`config.mk`:
```
export PLATFORM = sky130hd
export DESIGN_NAME = gen_gray_ptr_rcvr_flat
export DESIGN_NICKNAME = d
export VERILOG_FILES = /design/src/rtl/gen_gray_pkg.sv /design/src/rtl/gen_gray_ptr_rcvr_if.sv /design/src/rtl/gen_sync_bus.sv /design/src/rtl/gen_gray_ptr_rcvr.sv /design/src/flat_wrapper.sv
export SDC_FILE = /design/constraint.sdc
export NUM_CORES = 1
export LEC_CHECK = 0
export ABC_AREA = 1
export CORE_ASPECT_RATIO = 1.25
export CORE_UTILIZATION = 25
export CTS_CLUSTER_SIZE = 25
export DETAILED_ROUTE_END_ITERATION = 12
export GPL_TIMING_DRIVEN = 0
export HOLD_SLACK_MARGIN = 0.1
export PLACE_DENSITY = 0.42
export SYNTH_ARGS = -nofsm -noshare
export SYNTH_HDL_FRONTEND = slang
export SYNTH_HIERARCHICAL = 1
export SYNTH_SLANG_ARGS = --single-unit
```
`constraint.sdc`:
```
create_clock -name clk -period 2.1 [get_ports clk]
set_clock_uncertainty 0.2 [all_clocks]
set_input_delay 0.21 -clock clk [delete_from_list [all_inputs] [get_ports clk]]
set_output_delay 0.21 -clock clk [all_outputs]
set_load 0.05 [all_outputs]
```
`src/rtl/gen_gray_pkg.sv`:
```
// Shared helpers for the gray-pointer receiver: gray/binary conversion,
// popcount and the receiver FSM state constants.
// Latency: n/a (pure functions and constants). Backpressure: n/a.
//
// The functions operate on a fixed GMAX_W-bit vector so they stay
// width-generic. Callers zero-extend narrower values with a size cast and
// truncate the result with a size cast. Leading zeros do not disturb the
// low bits of any of these functions.
package gen_gray_pkg;

  localparam int GMAX_W   = 32;
  localparam int POPCNT_W = $clog2(GMAX_W + 1);

  // Receiver FSM encoding. Plain constants keep the encoding visible to
  // legacy tooling and scripts that match on raw state values.
  localparam logic [0:0] WARMUP = 1'b0;
  localparam logic [0:0] RUN    = 1'b1;

  // bin[i] = XOR of g[MSB:i], built as a running XOR from the top bit down.
  function automatic logic [GMAX_W-1:0] gray2bin(input logic [GMAX_W-1:0] g);
    logic [GMAX_W-1:0] b;
    b[GMAX_W-1] = g[GMAX_W-1];
    for (int i = GMAX_W - 2; i >= 0; i--) begin
      b[i] = b[i+1] ^ g[i];
    end
    return b;
  endfunction

  function automatic logic [GMAX_W-1:0] bin2gray(input logic [GMAX_W-1:0] b);
    return b ^ (b >> 1);
  endfunction

  function automatic logic [POPCNT_W-1:0] popcount(input logic [GMAX_W-1:0] v);
    logic [POPCNT_W-1:0] c;
    c = '0;
    for (int i = 0; i < GMAX_W; i++) begin
      c = c + POPCNT_W'(v[i]);
    end
    return c;
  endfunction

endpackage

```
`src/rtl/gen_gray_ptr_rcvr_if.sv`:
```
// Bundle of the gray-pointer receiver's data-path signals.
// Latency: n/a (wires only). Backpressure: none; the pointer is free-running.
//
// Signals:
//   gray_in    - gray count from the source domain (asynchronous to clk)
//   err_clr    - clears err_sticky (clk domain)
//   gray_sync  - last synchronized gray value
//   bin_out    - registered binary decode of gray_sync
//   advance    - one-cycle pulse when bin_out changes
//   delta      - modular bin_out increment, valid with advance, else 0
//   gray_err   - one-cycle pulse on a multi-bit gray transition
//   err_sticky - latched gray_err, held until err_clr
// The master modport drives the inputs; the slave modport is the receiver.
interface gen_gray_ptr_rcvr_if #(
  parameter int WIDTH = 4
);
  logic [WIDTH-1:0] gray_in;
  logic             err_clr;
  logic [WIDTH-1:0] gray_sync;
  logic [WIDTH-1:0] bin_out;
  logic             advance;
  logic [WIDTH-1:0] delta;
  logic             gray_err;
  logic             err_sticky;

  modport master (
    output gray_in,
    output err_clr,
    input  gray_sync,
    input  bin_out,
    input  advance,
    input  delta,
    input  gray_err,
    input  err_sticky
  );

  modport slave (
    input  gray_in,
    input  err_clr,
    output gray_sync,
    output bin_out,
    output advance,
    output delta,
    output gray_err,
    output err_sticky
  );
endinterface

```
`src/rtl/gen_sync_bus.sv`:
```
// Multi-flop synchronizer chain for a bus whose value changes one bit at a
// time (gray code). Latency: SYNC_STAGES clk edges. Backpressure: none.
//
// Ports:
//   clk    - destination clock
//   reset  - asynchronous, active-high reset; clears every stage to 0
//   din    - bus from the foreign clock domain
//   dout   - last stage of the chain
// No logic sits between stages so every flop gets a full cycle to resolve.
module gen_sync_bus #(
  parameter int WIDTH       = 4,
  parameter int SYNC_STAGES = 2
) (
  input  logic             clk,
  input  logic             reset,
  input  logic [WIDTH-1:0] din,
  output logic [WIDTH-1:0] dout
);

  logic [WIDTH-1:0] sync_q [SYNC_STAGES];
  logic [WIDTH-1:0] sync_d [SYNC_STAGES];

  always_comb begin
    sync_d[0] = din;
    for (int i = 1; i < SYNC_STAGES; i++) begin
      sync_d[i] = sync_q[i-1];
    end
  end

  always_ff @(posedge clk or posedge reset) begin
    if (reset) begin
      for (int i = 0; i < SYNC_STAGES; i++) begin
        sync_q[i] <= '0;
      end
    end else begin
      for (int i = 0; i < SYNC_STAGES; i++) begin
        sync_q[i] <= sync_d[i];
      end
    end
  end

  assign dout = sync_q[SYNC_STAGES-1];

endmodule

```
`src/rtl/gen_gray_ptr_rcvr.sv`:
```
// Gray-pointer receiver: synchronize, decode, report advance/delta and
// flag illegal multi-bit gray steps.
// Latency: gray_in stable before edge k shows on gray_sync/bin_out after
// edge k+SYNC_STAGES. Backpressure: none; every synchronized change is
// reported the cycle it lands.
//
// Ports:
//   clk   - destination-domain clock
//   reset - asynchronous, active-high reset
//   bus   - gen_gray_ptr_rcvr_if.slave (gray_in, err_clr in; gray_sync,
//           bin_out, advance, delta, gray_err, err_sticky out)
// Build option GEN_GRAY_RCVR_CHK_EN: when defined, the popcount checker
// driving gray_err/err_sticky is built. When undefined both outputs are tied
// 0 and err_clr is ignored.
module gen_gray_ptr_rcvr
  import gen_gray_pkg::*;
#(
  parameter int WIDTH       = 4,
  parameter int SYNC_STAGES = 2
) (
  input  logic                clk,
  input  logic                reset,
  gen_gray_ptr_rcvr_if.slave  bus
);

  localparam int CW = $clog2(SYNC_STAGES + 1);

  logic [WIDTH-1:0] s_gray;
  logic [WIDTH-1:0] s_bin;

  logic [0:0]       state_q,     state_d;
  logic [CW-1:0]    wcnt_q,      wcnt_d;
  logic [WIDTH-1:0] gray_sync_q, gray_sync_d;
  logic [WIDTH-1:0] bin_out_q,   bin_out_d;
  logic             advance_q,   advance_d;
  logic [WIDTH-1:0] delta_q,     delta_d;

  gen_sync_bus #(
    .WIDTH       (WIDTH),
    .SYNC_STAGES (SYNC_STAGES)
  ) u_sync (
    .clk   (clk),
    .reset (reset),
    .din   (bus.gray_in),
    .dout  (s_gray)
  );

  // Decode straight off the synchronizer output; the registered copy is
  // bin_out, so the decode never sees a metastable input.
  assign s_bin = WIDTH'(gray2bin(GMAX_W'(s_gray)));

  always_comb begin
    state_d     = state_q;
    wcnt_d      = wcnt_q;
    gray_sync_d = gray_sync_q;
    bin_out_d   = bin_out_q;
    advance_d   = 1'b0;
    delta_d     = '0;

    case (state_q)
      WARMUP: begin
        // The chain still holds reset zeros, so outputs just track it
        // without reporting movement.
        gray_sync_d = s_gray;
        bin_out_d   = s_bin;
        wcnt_d      = wcnt_q + CW'(1);
        if (wcnt_q == CW'(SYNC_STAGES - 1)) begin
          state_d = RUN;
        end
      end
      default: begin
        if (s_gray != gray_sync_q) begin
          gray_sync_d = s_gray;
          bin_out_d   = s_bin;
          advance_d   = 1'b1;
          // Modular difference; a backward step shows up as a large delta.
          delta_d     = s_bin - bin_out_q;
        end
      end
    endcase
  end

  always_ff @(posedge clk or posedge reset) begin
    if (reset) begin
      state_q     <= WARMUP;
      wcnt_q      <= '0;
      gray_sync_q <= '0;
      bin_out_q   <= '0;
      advance_q   <= 1'b0;
      delta_q     <= '0;
    end else begin
      state_q     <= state_d;
      wcnt_q      <= wcnt_d;
      gray_sync_q <= gray_sync_d;
      bin_out_q   <= bin_out_d;
      advance_q   <= advance_d;
      delta_q     <= delta_d;
    end
  end

  assign bus.gray_sync = gray_sync_q;
  assign bus.bin_out   = bin_out_q;
  assign bus.advance   = advance_q;
  assign bus.delta     = delta_q;

`ifdef GEN_GRAY_RCVR_CHK_EN
  logic gray_err_q,   gray_err_d;
  logic err_sticky_q, err_sticky_d;

  always_comb begin
    // More than one flipped bit between consecutive synchronized samples
    // means the source broke gray discipline or the crossing is unsafe.
    gray_err_d   = (state_q == RUN) &&
                   (popcount(GMAX_W'(s_gray ^ gray_sync_q)) > POPCNT_W'(1));
    // A new error outranks a clear arriving in the same cycle.
    err_sticky_d = gray_err_d | (err_sticky_q & ~bus.err_clr);
  end

  always_ff @(posedge clk or posedge reset) begin
    if (reset) begin
      gray_err_q   <= 1'b0;
      err_sticky_q <= 1'b0;
    end else begin
      gray_err_q   <= gray_err_d;
      err_sticky_q <= err_sticky_d;
    end
  end

  assign bus.gray_err   = gray_err_q;
  assign bus.err_sticky = err_sticky_q;
`else
  logic unused_err_clr;
  assign unused_err_clr = bus.err_clr;
  assign bus.gray_err   = 1'b0;
  assign bus.err_sticky = 1'b0;
`endif

endmodule
```
`src/flat_wrapper.sv`:
```
// flat-port wrapper written by rule: the top's interface ports become plain ports
module gen_gray_ptr_rcvr_flat import gen_gray_pkg::*;
#(
  parameter int WIDTH       = 4,
  parameter int SYNC_STAGES = 2
)
  (clk, reset, bus_gray_in, bus_err_clr, bus_gray_sync, bus_bin_out, bus_advance, bus_delta, bus_gray_err, bus_err_sticky);
  gen_gray_ptr_rcvr_if #(.WIDTH(WIDTH)) bus_i ();
  input  logic clk;
  input  logic reset;
  input wire logic [$bits(bus_i.gray_in)-1:0] bus_gray_in;
  input wire logic [$bits(bus_i.err_clr)-1:0] bus_err_clr;
  output wire logic [$bits(bus_i.gray_sync)-1:0] bus_gray_sync;
  output wire logic [$bits(bus_i.bin_out)-1:0] bus_bin_out;
  output wire logic [$bits(bus_i.advance)-1:0] bus_advance;
  output wire logic [$bits(bus_i.delta)-1:0] bus_delta;
  output wire logic [$bits(bus_i.gray_err)-1:0] bus_gray_err;
  output wire logic [$bits(bus_i.err_sticky)-1:0] bus_err_sticky;
  assign bus_i.gray_in = bus_gray_in;
  assign bus_i.err_clr = bus_err_clr;
  assign bus_gray_sync = bus_i.gray_sync;
  assign bus_bin_out = bus_i.bin_out;
  assign bus_advance = bus_i.advance;
  assign bus_delta = bus_i.delta;
  assign bus_gray_err = bus_i.gray_err;
  assign bus_err_sticky = bus_i.err_sticky;
  gen_gray_ptr_rcvr #(.WIDTH(WIDTH), .SYNC_STAGES(SYNC_STAGES)) u_core (.clk(clk), .reset(reset), .bus(bus_i));
endmodule
```
==> impl_results.md, run 1 <==
* Result of the run: completed
* First-pass DRT Iterations at 4
* Reg-to-reg startpoint: u_core/u_sync/dout[3]$_DFF_PP0_
* Fill count at 425
* Top layer used by detailed routing: met4
* Routed length on met1 at 658 um
* Critical path startpoint: u_core/bus.gray_sync[3]$_DFFE_PP0P_
* RSZ-0062 raised after global routing: no
* Final Hold Fails at 0
* Worst hold margin at 151 ps
* Area inside the core boundary at 3880 um2
* Highest fanout seen on the critical path at 4
* Overflow left after global routing at 0
* Number of DRC markers in iteration 0 at 4
* Antenna Nets Post-Route at 0
* Largest net degree at the start of global routing at 16
* Clock latency of the later-clocked register in the worst-skew pair at 260 ps
* Effective utilization at floorplan at 26.6%
* Count of state elements after synthesis at 23
* Number of flops mapped to enable cells by yosys at 0
* Aggregate global-route resource usage at 8.60%
* Total of max-cap violations at 0
* Number of antenna violations at the first check in global routing at 0
* Synthesis Warnings at 6
* Setup violation total in the final timing report at 0
* Total length of routed met3 wires at 78 um
* Average instance area after synthesis at 10.3 um2
* Total negative slack for setup checks at 0 ps
* Die outline width at 59.4 um
* Full die area at 4390 um2
* Max Buffers Root-to-Sink at 2
* Placement Rows at 25
* Cell leakage power at 0.675 nW
* Total inserted antenna cells at 0
* Final WL at 1630 um
* Wire length of the first global-routing pass at 2730 um
* Pins Over Slew Limit at 0
* Transition time at the pin with the least slew margin at 596 ps
* Slew margin rel. at 60.2%
* Internal power at 750 uW
* Start point of the worst hold path: u_core/u_sync/sync_d[3]$_DFF_PP0_
* Sequential group share of total power at 44.6%
* Clk slew on worst S/H paths at 80 ps
* Hold Crit Class: register to register
* Cell area after technology mapping at 1030 um2
* Total number of vias at 687
* Sequential area share after synthesis at 55.8%
* Achievable Freq at 0.507 GHz
* Ys flop type: sky130_fd_sc_hd__dfrtp_1
* Synth area leaders: sky130_fd_sc_hd__dfrtp_1 (56%), sky130_fd_sc_hd__nand2_1 (7.6%), sky130_fd_sc_hd__ha_1 (4.9%)
* Total number of clock tree sinks at 23
* Core Util, Final at 35.4%
* Area delta synth->final at 33.1%
* Power density over cell area at 833 nW/um2
* DRC violation count after routing at 0
* TritonCTS clock tree: done
* Share of synthesized registers carrying an async set or reset at 100%
* Synth top area share at 55.8%
* Critical Path Source Type: register
* Most common cell after layout, fill and taps aside: sky130_fd_sc_hd__dfrtp_1
* Gpl congestion at 0.780
* Share of the cycle needed by the critical path after routing at 94.0%
* IR drop worst, VDD at 0.351 mV
* Worst Setup Path Type: register to output port
* WP data arrival at 1560 ps
* Count of input and output buffers at 18
* Data required time of the critical path at 1690 ps
* Crit end category: output port
* Post-DP HPWL at 1290 um
* Total clock buffers created by CTS at 3
* Cell type with the largest total area after synthesis: sky130_fd_sc_hd__dfrtp_1
* Vertical die dimension at 73.8 um
* Top library cells by usage in the layout, fill and taps aside: sky130_fd_sc_hd__dfrtp_1 (23), sky130_fd_sc_hd__nand2_1 (20), sky130_fd_sc_hd__clkdlybuf4s50_1 (18)
* Met2 wire length at 878 um
* Switching part of the total power at 34.4%
* Detail-routed net length per standard cell at 8.99 um
* # nets final at 140
* Time the worst path needs with I/O delays and setup at 1970 ps
* Share of final-layout standard cells stronger than drive strength 1 at 21.3%
* Top-level port count at 22
* Number of H-tree levels at 1
* Average vias per placed instance at 3.80
* Logic gate share of total power at 31.8%
* Buffer type at the clock tree root: sky130_fd_sc_hd__clkbuf_8
* Switching pwr at 393 uW
* Via count of the first global-routing pass at 659
* Synthesized netlist cell count at 100
* Number of library cell types mapped by synthesis at 25
* Clock network fraction of total power at 23.5%
[cells by family after synthesis]
group / Yosys count / share of synthesized area [%]
AO/OA/AOI/OAI: 2 / 0.970
XOR/XNOR: 4 / 4.13
flip-flops: 23 / 55.8
adder cells (fa/ha/maj): 5 / 6.80
AND/OR/NAND/NOR: 42 / 22.3
buffers and inverters: 23 / 9.59
other: 1 / 0.364
[cell usage after synthesis, types with 2 or more instances]
cell and number:
sky130_fd_sc_hd__buf_4 3, sky130_fd_sc_hd__clkbuf_1 4, sky130_fd_sc_hd__dfrtp_1 23, sky130_fd_sc_hd__ha_1 4
sky130_fd_sc_hd__inv_1 13, sky130_fd_sc_hd__inv_2 2, sky130_fd_sc_hd__nand2_1 21, sky130_fd_sc_hd__nand2_2 4
sky130_fd_sc_hd__nand2_4 2, sky130_fd_sc_hd__nand3_1 3, sky130_fd_sc_hd__nand4_1 3, sky130_fd_sc_hd__nor2_1 4
sky130_fd_sc_hd__xor2_1 2
[sequential cells by signal, indices dropped and copies added, names as in the netlist]
name and cells:
u_core/u_sync/dout 4, u_core/wcnt_q 2, u_core/bus.delta 4, u_core/state_q 1
u_core/bus.bin_out 3, u_core/bus.advance 1, u_core/u_sync/sync_d 4, u_core/bus.gray_sync 4
[what timing repair did]
| action | CTS | global route |
|---|---|---|
| pin swaps | 0 | 1 |
| setup endpoints to repair | 1 | 2 |
| resized for setup | 0 | 4 |
| hold buffers | 1 | 0 |
| hold endpoints to repair | 8 | 0 |
| setup buffers | 2 | 1 |
[through the flow]
| step | area (um2) | total power, mW | worst slack (ps) | std cells |
|---|---|---|---|---|
| 2_1_floorplan | 1030 | 0.767 | 184 | 101 |
| 3_3_place_gp | 1280 | 0.872 | 2.44 | 173 |
| 3_5_place_dp | 1280 | 0.876 | 5.91 | 173 |
| 4_1_cts | 1350 | 1.15 | 18.0 | 180 |
| 5_1_grt | 1370 | 1.21 | 8.08 | 181 |
| 6_report | 1370 | 1.14 | 127 | 181 |
[path summary, 6_finish.rpt]
check	endpoint	slack, ps	cells past startpoint
max in group asynchronous	u_core/bus.bin_out[1]$_DFFE_PP0P_	620	3
worst max register to register	u_core/bus.delta[1]$_DFF_PP0_	170	10
worst min-delay path	u_core/u_sync/dout[3]$_DFF_PP0_	150	0
worst min register to register	u_core/u_sync/dout[3]$_DFF_PP0_	150	0
min in group asynchronous	u_core/u_sync/dout[0]$_DFF_PP0_	550	3
worst max-delay path	bus_gray_sync[3]	130	2
[critical path, stage by stage, from the launching register on]
cell and delay (ps):
sky130_fd_sc_hd__dfrtp_1 400, sky130_fd_sc_hd__buf_4 120, sky130_fd_sc_hd__clkdlybuf4s50_1 780
[layer usage]
metal	global-route usage [%]	up-vias
met2	15.7	19
met3	2.11	2
li1	-	347
met1	9.04	319
met5	0	-
met4	3.97	0
[power groups by stage]
stage	sequential [mW]	clock [mW]	combinational (mW)
floorplan	0.651	0	0.116
global placement	0.519	0	0.353
detailed placement	0.521	0	0.355
CTS	0.511	0.280	0.361
global route	0.515	0.301	0.392
finish	0.510	0.269	0.364
[layout make-up]
type	instances	area, um2	area share, %
Tap cell	54	67.6	4.92
Sequential cell	23	576	41.9
Multi-Input combinational cell	55	373	27.2
Buffer	8	42.5	3.10
Clock buffer	4	45.0	3.28
Timing Repair Buffer	22	213	15.5
Inverter	15	56.3	4.10
No activity file was read; power rests on OpenSTA's default activity.
==> inputs of run 2 (changes only) <==
Settings changed: CAP_MARGIN from default to 15.
==> results of run 2 <==
The final DEF is identical to that of run 1; final timing and power are the same.
